**config.mk**
```make
export PLATFORM = sky130hd
export DESIGN_NAME = sr_flipflop_bank
export DESIGN_NICKNAME = d
export VERILOG_FILES = /design/src/rtl/sr_flipflop_bank.sv
export SDC_FILE = /design/constraint.sdc
export NUM_CORES = 1
export LEC_CHECK = 0
export CAP_MARGIN = 20
export CORE_MARGIN = 2
export CORE_UTILIZATION = 42
export DETAILED_ROUTE_END_ITERATION = 8
export PLACE_DENSITY = 0.74
export SLEW_MARGIN = 5
export SYNTH_ARGS = -nofsm -noshare
export SYNTH_HDL_FRONTEND = slang
export SYNTH_SLANG_ARGS = --single-unit
```
**constraint.sdc**
```tcl
create_clock -name clk -period 2.5 [get_ports clk]
set_input_delay 0.375 -clock clk [delete_from_list [all_inputs] [get_ports clk]]
set_output_delay 0.375 -clock clk [all_outputs]
set_load 0.05 [all_outputs]
```
**src/rtl/sr_flipflop_bank.sv**
```systemverilog
// Bank of clocked S-R flip-flops with input filtering, defined S=R=1
// resolution, edge pulses and a saturating conflict counter.
module sr_flipflop_bank #(
    parameter int               WIDTH         = 8,
    parameter int               FILTER        = 0,
    parameter int               CONFLICT_MODE = 0,
    parameter logic [WIDTH-1:0] RESET_VAL     = '0,
    parameter int               CNT_W         = 8
) (
    input  logic             clk,
    input  logic             reset,
    input  logic [WIDTH-1:0] s,
    input  logic [WIDTH-1:0] r,
    input  logic [WIDTH-1:0] en,
    input  logic             clr_cnt,
    output logic [WIDTH-1:0] q,
    output logic [WIDTH-1:0] q_bar,
    output logic [WIDTH-1:0] rise,
    output logic [WIDTH-1:0] fall,
    output logic [WIDTH-1:0] conflict,
    output logic [CNT_W-1:0] conflict_cnt
);

    localparam logic [3:0]       FILT = 4'(FILTER);
    localparam logic [CNT_W-1:0] CMAX = '1;

    logic [1:0]       pair   [WIDTH];
    logic [1:0]       hist   [WIDTH];
    logic [1:0]       hist_n [WIDTH];
    logic [3:0]       stab   [WIDTH];
    logic [3:0]       stab_n [WIDTH];
    logic [WIDTH-1:0] q_n;
    logic [WIDTH-1:0] conf_n;

    for (genvar g = 0; g < WIDTH; g++) begin : g_pair
        assign pair[g] = {s[g], r[g]};
    end

    assign q_bar = ~q;

    // Per-channel filter update and qualified S/R action
    always_comb begin
        q_n    = q;
        conf_n = '0;
        for (int i = 0; i < WIDTH; i++) begin
            hist_n[i] = 2'b00;
            stab_n[i] = 4'd0;
            if (en[i]) begin
                hist_n[i] = pair[i];
                if (pair[i] == hist[i])
                    stab_n[i] = (stab[i] == FILT) ? FILT : stab[i] + 4'd1;
                if (stab_n[i] == FILT) begin
                    case (pair[i])
                        2'b01: q_n[i] = 1'b0;
                        2'b10: q_n[i] = 1'b1;
                        2'b11: begin
                            conf_n[i] = 1'b1;
                            case (CONFLICT_MODE)
                                1:       q_n[i] = 1'b1;
                                2:       q_n[i] = 1'b0;
                                3:       q_n[i] = ~q[i];
                                default: q_n[i] = q[i];
                            endcase
                        end
                        default: q_n[i] = q[i];
                    endcase
                end
            end
        end
    end

    // State, history and pulse registers
    always_ff @(posedge clk) begin
        if (reset) begin
            q        <= RESET_VAL;
            rise     <= '0;
            fall     <= '0;
            conflict <= '0;
            for (int i = 0; i < WIDTH; i++) begin
                hist[i] <= 2'b00;
                stab[i] <= 4'd0;
            end
        end else begin
            q        <= q_n;
            rise     <= ~q & q_n;
            fall     <= q & ~q_n;
            conflict <= conf_n;
            for (int i = 0; i < WIDTH; i++) begin
                hist[i] <= hist_n[i];
                stab[i] <= stab_n[i];
            end
        end
    end

    // Saturating count of cycles with any conflict; clear wins
    always_ff @(posedge clk) begin
        if (reset || clr_cnt)
            conflict_cnt <= '0;
        else if (|conf_n && conflict_cnt != CMAX)
            conflict_cnt <= conflict_cnt + 1'b1;
    end

endmodule

```
# Word level (Yosys, flattened, before mapping)
# Memory sizes are Yosys's and may differ from the RTL's.
# Index checks and enable logic that the tools add are counted.
[totals] output_inout_bits=48 input_bits=27 mem_count=2 mem_bits_rw=48 ff_bits=40 wordCells=195
[op_classes] eq_ne=33 addsub=9 reduce_logical=19 bitwise=20 muxes=107
[mem_list] memory="stab" depth=8 width=4 rd=8 rd_ports_with_merged_regs=0 wr=8 line_no="30" source="logic [3:0] stab [WIDTH];"
[mem_list] memory="hist" depth=8 width=2 rd=8 rd_ports_with_merged_regs=0 wr=8 line_no="28" source="logic [1:0] hist [WIDTH];"
[ops] op="$mux 4" count=40
[ops] op="$logic_not 4->1" count=16
[ops] op="$mux 1" count=43
[ops] op="$add 4x1->4 const B" count=8
[ops] op="$eq 2x2->1 const B" count=16
[ops] op="$mux 2" count=16
[ops] op="$and 8x8->8" count=2
[ops] op="$eq 2x1->1 const B" count=8
[ops] op="$eq 2x2->1" count=8
[ops] op="$not 8->8" count=2
[ops] op="$or 1x1->1" count=16
[ops] op="$pmux 1 s2" count=8
[ops] op="$add 8x1->8 const B" count=1
[ops] op="$ne 8x8->1 const B" count=1
[ops] op="$reduce_or 8->1" count=1
[ops] op="$logic_and 1x1->1" count=1
[ops] op="$logic_or 1x1->1" count=1

# Longest topological paths before layout
[logic_depth] word_depth=9 depth_mapped=9 mapped_depth_nobuf=9

# Worst setup path after synthesis
# Ideal clock, no wire load.
[synth_path] path_type="reg2reg" startpoint="memory stab[2][0], in the netlist stab[0][8]" endpoint="register conflict_cnt[6]" arrival_ns=1.926 period_less_slack_ns=2.042 path_stages_with_launch=9 required_time_ns=2.384 path_buffers=0 setup_slack_ns=0.458 cell_sequence="dfxtp_1 > ha_1 > nor4bb_1 > o311ai_2 > a31oi_1 > and4bb_4 > nand2_4 > a41o_1 > and3_1"
[synth_lines] element="start, declared" line_no="30"
[synth_lines] element="end signal, assigned" line_no="100" source="conflict_cnt <= conflict_cnt + 1'b1;"
[synth_lines] element="end, declared" line_no="21" source="output logic [CNT_W-1:0] conflict_cnt"

==> results.toml <==
[run_status]
status = "completed"

[yosys]
yosys.area.top_type = "dfxtp_1"
netlist_area_mm2 = 0.00418
synth_area_per_cell_um2 = 9.08
yosys_most_used_dff = "dfxtp_1"
yosys_register_bits = 88
ys_types = 45
synth_edf_count = 0
syn-num-nets = 520
ys_warn_count = 0
yosysSeqAreaShare_pct = 42.2
yosys-top-cells-area = "dfxtp_1, ha_1, nor2_1"
synth-async-reset-ratio_pct = 0
yosysMostFrequentCell = "dfxtp_1"
synth_top_area_share_pct = 42.2
synthTopCellsByCount = "dfxtp_1, nor2_1, inv_1, ha_1, nor3_1"
postSynthCellCount = 460

[route]
firstDrtPassIters = 4
routed_wl_um = 8300
drtIter0Drc = 118
routed_via_density = 4.97
drtAntennaViolNets = 0
routedWlPerCell_um = 12.3
vias = 3365
drcViolationCount = 0

[sta]
clock_skew_ns = 0.0161
hold_violations = 0
fin_tns_setup_ns = 0
post-route-min-period_ns = 2.29
setup_violations = 0
worst_pin_slew_ns = 0.554
relSlewSlack_pct = 62.9
finalCritPeriodShare_pct = 91.5
clock.fmax_mhz = 437
rsz0062_at_grt = "no"
timing.final.ws_setup_ns = 0.212
slew_violations = 0

[worst_setup_path]
worst_ep_arrival_time_ns = 2.54
crit_required_ns = 2.76
crit_start = "stab[0][8]"
reg2reg_slack_ns = 0.21
reg2reg_depth = 8
worst_setup_path_start_kind = "flip-flop"
path_class = "flip-flop to flip-flop"
worstSetupEndpointType = "flip-flop"
crit_path_max_fanout = 8
r2r-start = "stab[0][8]"
rr_endpoint = "conflict_cnt[6]"

[die]
die_y_um = 104
start_util_pct = 42.9
rows = 36
die_area_mm2 = 0.0108
core_mm2 = 0.00973
die_x_um = 104
ios = 75

[cts]
htree_levels = 3
max-clock-path-buffers = 2
clk_pin_slew_ns = 0.09
clock-sinks = 88
cts_root_buffer = "clkbuf_8"
cts_tree = "yes"
cts_made_buffers = 9
clk_latency_ns = 0.36

[worst_hold_path]
min_from = "reset"
holdCritPathClass = "input pin to flip-flop"
holdPathStages = 2
whs_endpoint = "q[4]"

[placed_design]
post-dp-hpwl_um = 6320
place_area_mm2 = 0.00506
dp_cells = 661
pre_cts_ws_ns = 0.0122
gp_congestion = 0.779
port_buffers = 74

[final_layout]
drive_above_1_share_pct = 5.15
fin_area_mm2 = 0.00528
layout.nets = 599
nFillCells = 881
fin_cells = 677
num_antenna_cells = 0
area_growth_pct = 26.5

[power]
p_int_uw = 2090
ir_drop_mv = 0.269
p_clk_share_pct = 37.0
p_sw_uw = 725
power_frac_seq_pct = 51.3
power_density_mw_per_mm2 = 532
leakagePower_uw = 0.00210
switching_share_pct = 25.8
finalPower_uw = 2810
combPwrFrac_pct = 11.8

[grt]
grtUsageTotal_pct = 15.8
grt_pass1_vias = 3231
grt_pass1_wl_um = 14200
gr-total-overflow = 0
grt_max_degree = 20
antenna_found_initial = 0

[run]
max_cap_viol_count = 0
## timing repair
action / CTS / global route
gates resized for setup: 0 / 1
endpoints found under the setup margin: 0 / 2
buffers inserted: 0 / 0
hold buffers: 0 / 0
## per-layer routing
layer  up-vias  part of all wire, %  track usage (%)  wire [um]
li1       1716                    -                -          -
met1      1565                   47             19.1       3920
met2        70                   46             26.6       3810
met3        14                  5.1             4.28        425
met4         0                  1.8             6.66        148
met5         -                    0                0          0
## critical path, cell delays in order (launching register included)
cell and delay, ns:
dfxtp_1 0.37, ha_1 0.26, and4_1 0.23, o311ai_2 0.27, a31oi_2 0.17, and4bb_4 0.40, nand2_4 0.08, a41o_1 0.23
and3_1 0.17
## per-stage QoR
step / hold WS, ns / utilization, %
after floorplan: 0.446 / -
after global placement: 0.439 / 52.0
after detailed placement: 0.456 / 52.0
after CTS: 0.397 / 54.2
after global routing: 0.425 / 54.3
final: 0.405 / 54.3
## kinds of logic (layout without fill, tap and decap cells)
group / Yosys count / in the layout / share of synthesized area [%]
AND/OR/NAND/NOR: 199 / 199 / 26.1
flip-flops: 88 / 88 / 42.2
XOR/XNOR: 31 / 31 / 6.50
buffers and inverters: 52 / 136 / 4.76
adder cells (fa/ha/maj): 33 / 33 / 9.89
AO/OA/AOI/OAI: 44 / 44 / 7.40
multiplexers: 13 / 13 / 3.12
## state kept, by name (all words and copies together) (netlist names)
register and cells:
hist 16, conflict 8, rise 8, conflict_cnt 8, q 8, fall 8
stab 32
## cell type report
type	count	area (um2)	share of cell area (%)
inverter	44	165	3.13
tap	133	166	3.15
clock buffer	11	151	2.87
timing repair buffer	76	751	14.2
sequential	88	1760	33.4
clock inverter	5	63.8	1.21
multi-input combinational	320	2220	42.1
## placed cells by master, fill, tap and decap left out, types with 14 or more instances in the layout
cell and instances:
ha_1 33, a21oi_1 14, xor2_1 18, dfxtp_1 88
and2_1 17, clkdlybuf4s50_1 73, nand3_1 17, nor3_1 22
nor2_1 51, inv_1 44, nand2_1 21
## power by group through the flow
stage	Clock, uW	Combinational (uW)	Sequential [uW]
finish	1040	331	1440
global route	1120	360	1440
CTS	1070	333	1440
floorplan	0	145	1530
detailed placement	0	331	1470
global placement	0	325	1470
## how the worst max path moves through the flow
stage,end,slack [ns],cells past startpoint
3_3_place_gp,conflict_cnt[6],0.09,8
4_1_cts,conflict_cnt[2],0.19,8
3_5_place_dp,conflict_cnt[6],0.01,8
2_1_floorplan,conflict_cnt[6],0.46,8
5_1_grt,conflict_cnt[6],0.04,8
6_report,conflict_cnt[6],0.21,8
Power figures use the tool's default switching activity.
